[src/rtl/icache_line_fill.sv]
// icache_line_fill
//   Direct-mapped, read-only instruction cache that sits between fetch and imem.
//   Each line holds 512 bits (16 words).
//   A lookup that hits returns the instruction in the same cycle.
//   A miss stalls fetch, latches the miss address and requests the whole line
//   from imem. When imem's one-cycle READY pulse arrives, the line is written
//   and the lookup is retried on the following cycle.
//
// Ports
//   clk        : system clock, rising edge
//   rst        : asynchronous active-low reset
//   pc         : fetch address; bits [1:0] are ignored
//   instr      : instruction at pc; valid while stallF = 0
//   stallF     : fetch stall; high on a miss and while a fill is pending
//   hit        : lookup hit to imem; only ever high in LOOKUP
//   mem_a      : line-aligned fill address to imem
//   mem_ready  : imem READY pulse; mem_rd carries the line on that cycle
//   mem_rd     : 512-bit line; word k sits at bits [32k+31:32k]
//   hit_count  : number of LOOKUP cycles that hit (wraps)
//   miss_count : number of misses (wraps)
module icache_line_fill #(
  parameter int NUM_LINES = 8,
  parameter int IDX_W     = $clog2(NUM_LINES)
) (
  input  logic         clk,
  input  logic         rst,
  input  logic [31:0]  pc,
  output logic [31:0]  instr,
  output logic         stallF,
  output logic         hit,
  output logic [31:0]  mem_a,
  input  logic         mem_ready,
  input  logic [511:0] mem_rd,
  output logic [31:0]  hit_count,
  output logic [31:0]  miss_count
);

  localparam int TAG_W = 32 - 6 - IDX_W;

  typedef enum logic {
    S_LOOKUP = 1'b0,
    S_WAIT   = 1'b1
  } state_t;

  state_t               r_state;
  state_t               w_state_next;
  logic [NUM_LINES-1:0] r_valid;
  logic [TAG_W-1:0]     r_tag  [NUM_LINES];
  logic [511:0]         r_data [NUM_LINES];
  logic [31:0]          r_miss_addr;
  logic [31:0]          r_hit_count;
  logic [31:0]          r_miss_count;

  logic [IDX_W-1:0]     w_idx;
  logic [TAG_W-1:0]     w_tag;
  logic [3:0]           w_off;
  logic [IDX_W-1:0]     w_fill_idx;
  logic [TAG_W-1:0]     w_fill_tag;
  logic                 w_lookup_hit;
  logic                 w_fill;
  logic [511:0]         w_line;
  logic                 w_unused_pc_lsbs;

  assign w_idx      = pc[6+IDX_W-1:6];
  assign w_tag      = pc[31:6+IDX_W];
  assign w_off      = pc[5:2];
  assign w_fill_idx = r_miss_addr[6+IDX_W-1:6];
  assign w_fill_tag = r_miss_addr[31:6+IDX_W];
  assign w_line     = r_data[w_idx];

  // Word-aligned fetch: the byte offset inside a word carries no information.
  assign w_unused_pc_lsbs = &{1'b0, pc[1:0]};

  // Qualified by state so that hit can never rise during WAIT;
  // imem would otherwise restart its delay counter mid-fill.
  assign w_lookup_hit = (r_state == S_LOOKUP) && r_valid[w_idx] && (r_tag[w_idx] == w_tag);

  // A READY pulse seen while in LOOKUP is deliberately ignored.
  assign w_fill = (r_state == S_WAIT) && mem_ready;

  always_comb begin
    w_state_next = r_state;
    hit          = 1'b0;
    stallF       = 1'b1;
    instr        = 32'h0;
    mem_a        = {pc[31:6], 6'b0};
    case (r_state)
      S_LOOKUP: begin
        hit = w_lookup_hit;
        if (w_lookup_hit) begin
          stallF = 1'b0;
          instr  = w_line[{w_off, 5'b0} +: 32];
        end else begin
          w_state_next = S_WAIT;
        end
      end
      S_WAIT: begin
        // Hold the latched miss address even if fetch redirects pc.
        mem_a = {r_miss_addr[31:6], 6'b0};
        if (mem_ready) begin
          w_state_next = S_LOOKUP;
        end
      end
      default: w_state_next = S_LOOKUP;
    endcase
  end

  always_ff @(posedge clk or negedge rst) begin
    if (!rst) begin
      r_state      <= S_LOOKUP;
      r_valid      <= '0;
      r_miss_addr  <= 32'h0;
      r_hit_count  <= 32'h0;
      r_miss_count <= 32'h0;
    end else begin
      r_state <= w_state_next;
      if (w_lookup_hit) begin
        r_hit_count <= r_hit_count + 32'd1;
      end
      if (r_state == S_LOOKUP && !w_lookup_hit) begin
        r_miss_addr  <= pc;
        r_miss_count <= r_miss_count + 32'd1;
      end
      if (w_fill) begin
        r_valid[w_fill_idx] <= 1'b1;
      end
    end
  end

  // Tag and data arrays carry no reset, so they can map onto RAM.
  // While rst is low the state sits in LOOKUP, so w_fill stays low.
  // An interrupted fill therefore never writes its line.
  always_ff @(posedge clk) begin
    if (w_fill) begin
      r_tag[w_fill_idx]  <= w_fill_tag;
      r_data[w_fill_idx] <= mem_rd;
    end
  end

  assign hit_count  = r_hit_count;
  assign miss_count = r_miss_count;

endmodule

[config.mk]
export PLATFORM = sky130hd
export DESIGN_NAME = icache_line_fill
export DESIGN_NICKNAME = d
export VERILOG_FILES = /design/src/rtl/icache_line_fill.sv
export SDC_FILE = /design/constraint.sdc
export NUM_CORES = 2
export LEC_CHECK = 0
export CORE_MARGIN = 4
export CORE_UTILIZATION = 52
export DETAILED_ROUTE_END_ITERATION = 7
export PLACE_DENSITY = 0.81
export SLEW_MARGIN = 20
export SYNTH_ARGS = -nofsm -noshare
export SYNTH_HDL_FRONTEND = slang
export SYNTH_MEMORY_MAX_BITS = 65536
export SYNTH_SLANG_ARGS = --single-unit
[constraint.sdc]
create_clock -name clk -period 79 [get_ports clk]
set_input_delay 11.85 -clock clk [delete_from_list [all_inputs] [get_ports clk]]
set_output_delay 11.85 -clock clk [all_outputs]
set_load 0.05 [all_outputs]
Word level (Yosys, flattened, before mapping)
Memories as Yosys holds them, arrays and structs flattened.
Cells that the tools add are included.
- bits of input ports: 547
- memories: 2
- output and inout port bits: 130
- memory bits (writable): 4280
- bits in registers: 105
- memory list (memory ; words ; bits a word ; rd ports ; clocked after memory_dff ; wr ports ; line ; RTL):
    r_data ; 8 ; 512 ; 1 ; 0 ; 1 ; 49 ; logic [511:0] r_data [NUM_LINES];
    r_tag ; 8 ; 23 ; 1 ; 0 ; 1 ; 48 ; logic [TAG_W-1:0] r_tag [NUM_LINES];
- shifts and indexed selects: 1
- reduce and logical (&&, ||, !) cells: 6
- order comparisons: 3
- bitwise gates (word level): 2
- mux-type cells: 14
- eq/ne operators: 1
- add/subtract/negate cells: 2
- operator list (cell ; number):
    $shiftx A512 B10 Y32 ; 1
    $mux W32 ; 3
    $add A32 B1 Y32 const B ; 2
    $eq A23 B23 Y1 ; 1
    $lt A3 B4 Y1 const B ; 2
    $mux W1 ; 8
    $or A8 B8 Y8 ; 1
    $logic_and A1 B1 Y1 ; 5
    $bmux W1 S3 ; 1
    $demux W1 S3 ; 1
    $ge A3 B1 Y1 const B ; 1
    $pmux W1 S2 ; 1
    $logic_not A1 Y1 ; 1
    $not A1 Y1 ; 1

Longest topological paths before layout
- depth after elaboration: 6
- depth in mapped cells: 13
- gate-level depth less buffers: 8

Worst setup path after synthesis
Ideal clock, no wire load.
- path kind: input to register
- start point: input mem_ready
- end point: register r_valid[1]
- arrival time: 50862 ps
- path buffers: 0
- required time: 78786 ps
- setup slack: 27923 ps
- cell stages on the path: 3
- cells stage by stage: nand2_1 -> nor3_1 -> or2_2
- longest elaborated chain between the ends: 1
- ends and longest elaborated chain (element ; line ; RTL):
    start: declaration ; 32 ; input logic mem_ready,
    $logic_and A1 B1 Y1 ; 79 ; assign w_fill = (r_state == S_WAIT) && mem_ready;
    end signal: assignment ; 111 ; r_valid <= '0;
    end signal: indexed assignment ; 125 ; r_valid[w_fill_idx] <= 1'b1;
    end: declaration ; 47 ; logic [NUM_LINES-1:0] r_valid;
No other way between the ends.
A chain may end at the register's enable or synchronous reset.

Worst setup path after layout
- start point: input pc[6]
- end point: output instr[18]
- longest elaborated chain between the ends: 6
- elaborated cells on any way between the ends: 10
- those cells by class: eq/ne (1); shift (1); mux (4); reduce/logical (2); memory (2)
- ends and longest elaborated chain (element ; line ; RTL):
    start: declaration ; 27 ; input logic [31:0] pc,
    branches (longest 4 deep; another with $mem_v2 Z8 W512) ; -- ;
    $mux W32 (*) ; 90 ; if (w_lookup_hit) begin
    $mux W32 (*) ; 87 ; case (r_state)
    end: declaration ; 28 ; output logic [31:0] instr,
Every way passes the cells marked *. The select of a mux whose other input is x is not followed.

==> flow_summary.json <==
{
  "outcome": "finished clean",
  "clk_latency_ps": 950,
  "drt_iter0_drc": 11250,
  "totalWireLength_mm": 437.8,
  "yosysSeqAreaShare": 0.7840,
  "fin_skew_ps": 56.58,
  "yosysTopAreaCell": "edfxtp_1",
  "syn-instance-count": 6607,
  "hp-class": "reg -> reg",
  "ctsResizeCount": 0,
  "cts_buffers": 414,
  "cpPeakStageDelay_ps": 890,
  "ys_warn_count": 0,
  "gp_congestion": 0.8221,
  "layout-drive-gt1-share": 0.2776,
  "whs_ps": 467.5,
  "hold_violations": 0,
  "die_area_sq_um": 330400,
  "rsz0062_at_grt": "false",
  "place_inst": 11340,
  "final_nets": 8024,
  "setup_slack_ps": 48740,
  "fp.dieH_um": 574.8,
  "p_leak_nw": 60.11,
  "vias": 78940,
  "finalSetupViolations": 0,
  "overflow": 0,
  "htreeDepth": 5,
  "ys_seq_elements": 4379,
  "ant_nets": 0,
  "drc": 0,
  "finalPower_mw": 5.007,
  "crit_top_cell": "mux4_2",
  "worstSetupStartpointType": "input port",
  "tns_ps": 0,
  "cts_num_sinks": 4379,
  "ys_top_cells_by_count": "edfxtp_1, mux4_2, clkbuf_1",
  "dp_hpwl_mm": 237.2,
  "dr.pass1.iters": 6,
  "cp.required_ps": 67150,
  "relSlewSlack": 0.07295,
  "clkTransAtPathRegs_ps": 60,
  "grt_start_max_net_pins": 157,
  "crit_arrival_ps": 18410,
  "yosysMostFrequentCell": "edfxtp_1",
  "max_freq_mhz": 33.05,
  "async_flop_share": 0.02261,
  "critical_path_class": "in -> out",
  "cts_tree": "yes",
  "synthToLayoutAreaGrowth_pct": 15.41,
  "fin_crit_ps": 30260,
  "core_area_sq_um": 318800,
  "fin_crit_sh": 0.3830,
  "cp_max_fo": 101,
  "drv_slew": 0,
  "synth_area_per_cell_sq_um": 25.29,
  "cts_buffer_depth": 4,
  "hold_buffers": 0,
  "synth_top_cells_by_area": "edfxtp_1, mux4_2, dfrtp_1, mux2_2, clkbuf_1",
  "power.density_nw_per_um2": 25.97,
  "grt_pass1_vias": 80650,
  "crit_path_end_kind": "primary output",
  "grt_pass1_wl_mm": 622.7,
  "die_w_um": 574.8,
  "pre_cts_slack_ps": 48540,
  "groute.usage.overall": 0.2629,
  "regToRegSetupSlack_ps": 72680,
  "vias_per_cell": 6.447,
  "cts_root_buffer": "clkbuf_16",
  "wl_per_cell_um": 35.76,
  "synth.distinct_cells": 49,
  "synth_ff_type": "edfxtp_1",
  "fillers": 20240,
  "tightestPinTransition_ps": 1391,
  "port_buffers": 668,
  "cts_setup_buffers": 0,
  "worstPathCellList": "buf_16 > buf_12 > buf_4 > buf_12 > buf_4 > mux4_2 > mux4_2 > mux4_2 > nor2_1 > nor3_1 > clkdlybuf4s50_1",
  "crit_slowest_cell": "clkdlybuf4s50_1",
  "netlist_area_sq_um": 167100,
  "maxCapViolations": 0,
  "num_rows": 207,
  "vdd_drop_max_v": 0.00003106,
  "initial_utilization": 0.5241,
  "synth_edf_count": 4280,
  "ioPinCount": 677,
  "antenna_found_initial": 187,
  "fin_cells": 12240,
  "synth_top_area_frac": 0.7692
}
-- routing by layer --
metal / track usage / vias up / wire length, um
met1: 0.3333 / 42130 / 146900
met5: 0 / - / 701
met4: 0.1168 / 108 / 20960
met3: 0.06887 / 890 / 46120
met2: 0.4315 / 5121 / 223100
li1: - / 30690 / -
-- worst max-delay path: cells and delay by family --
family | cells | cell delay [ps]
simple gates | 2 | 200
buf+inv | 6 | 4150
mux | 3 | 1750
-- flip-flops by register name, indices dropped and copies added (netlist names) --
signal,cells
hit_count,32
miss_count,32
r_data,4096
r_miss_addr,26
r_state,1
r_tag,184
r_valid,8
-- stage by stage --
step           instance area [sq um]    util
6_report                      192800  0.6048
4_1_cts                       192400  0.6036
2_1_floorplan                 167100       -
5_1_grt                       192600  0.6042
3_5_place_dp                  178900  0.5611
3_3_place_gp                  178900  0.5611
-- layout by cell type, fill, tap and decap left out, types with 10 or more instances in the layout --
cell | Yosys | routed
bufinv_16 | 0 | 41
clkinvlp_4 | 0 | 11
nor2b_1 | 37 | 36
mux2_2 | 59 | 59
xor2_1 | 42 | 42
nand3_1 | 24 | 24
and3_1 | 13 | 13
clkbuf_16 | 0 | 417
clkinv_1 | 0 | 98
nand4_1 | 17 | 17
buf_12 | 0 | 24
diode_2 | 0 | 143
mux2i_1 | 40 | 40
nor3_1 | 50 | 46
nand2_1 | 27 | 27
xnor2_1 | 39 | 39
clkinv_16 | 0 | 12
clkinv_2 | 0 | 65
mux4_2 | 1362 | 1362
inv_1 | 13 | 13
clkdlybuf4s50_1 | 0 | 660
buf_4 | 25 | 107
nor4_1 | 14 | 14
dfrtp_1 | 99 | 99
mux2_4 | 10 | 10
clkbuf_1 | 154 | 78
nor2_1 | 40 | 36
edfxtp_1 | 4280 | 4280
-- final timing paths --
check,from,endpoint,depth (start not counted)
worst min-delay path,miss_count[31],miss_count[31],1
worst min register to register,miss_count[31],miss_count[31],1
min in group asynchronous,rst,r_miss_addr[24],1
max in group asynchronous,rst,r_miss_addr[12],2
worst max register to register,r_state,r_data[3][194],9
worst max-delay path,pc[6],instr[18],11
-- where the power goes --
| part | leakage (nW) | total (mW) | internal (mW) | switching (mW) |
|---|---|---|---|---|
| sequential | 39.9 | 2.67 | 2.64 | 0.0285 |
| clock | 6.58 | 1.99 | 1.12 | 0.876 |
| combinational | 13.6 | 0.345 | 0.143 | 0.202 |
-- layout make-up --
cell class / instances / area (sq um) / area share
sequential: 4379 / 131000 / 0.6794
tap: 4284 / 5360 / 0.02780
multi-input combinational: 1869 / 34490 / 0.1789
clock inverter: 254 / 2706 / 0.01403
antenna: 143 / 357.8 / 0.001856
clock buffer: 504 / 10850 / 0.05628
inverter: 13 / 48.80 / 0.0002531
timing repair buffer: 798 / 8013 / 0.04155
-- cell families (layout without fill, tap and decap cells) --
group / after synthesis / in the layout / share of synthesized area
flops: 4379 / 4379 / 0.7840
buf+inv: 364 / 1569 / 0.009952
simple gates: 257 / 257 / 0.008237
fa+ha+maj: 2 / 2 / 0.0001497
other cells: 1 / 149 / 0.00002244
compound gates: 43 / 43 / 0.001880
xor+xnor: 81 / 81 / 0.004246
mux: 1480 / 1480 / 0.1915
Note: power is estimated with default switching activity, not from simulation.
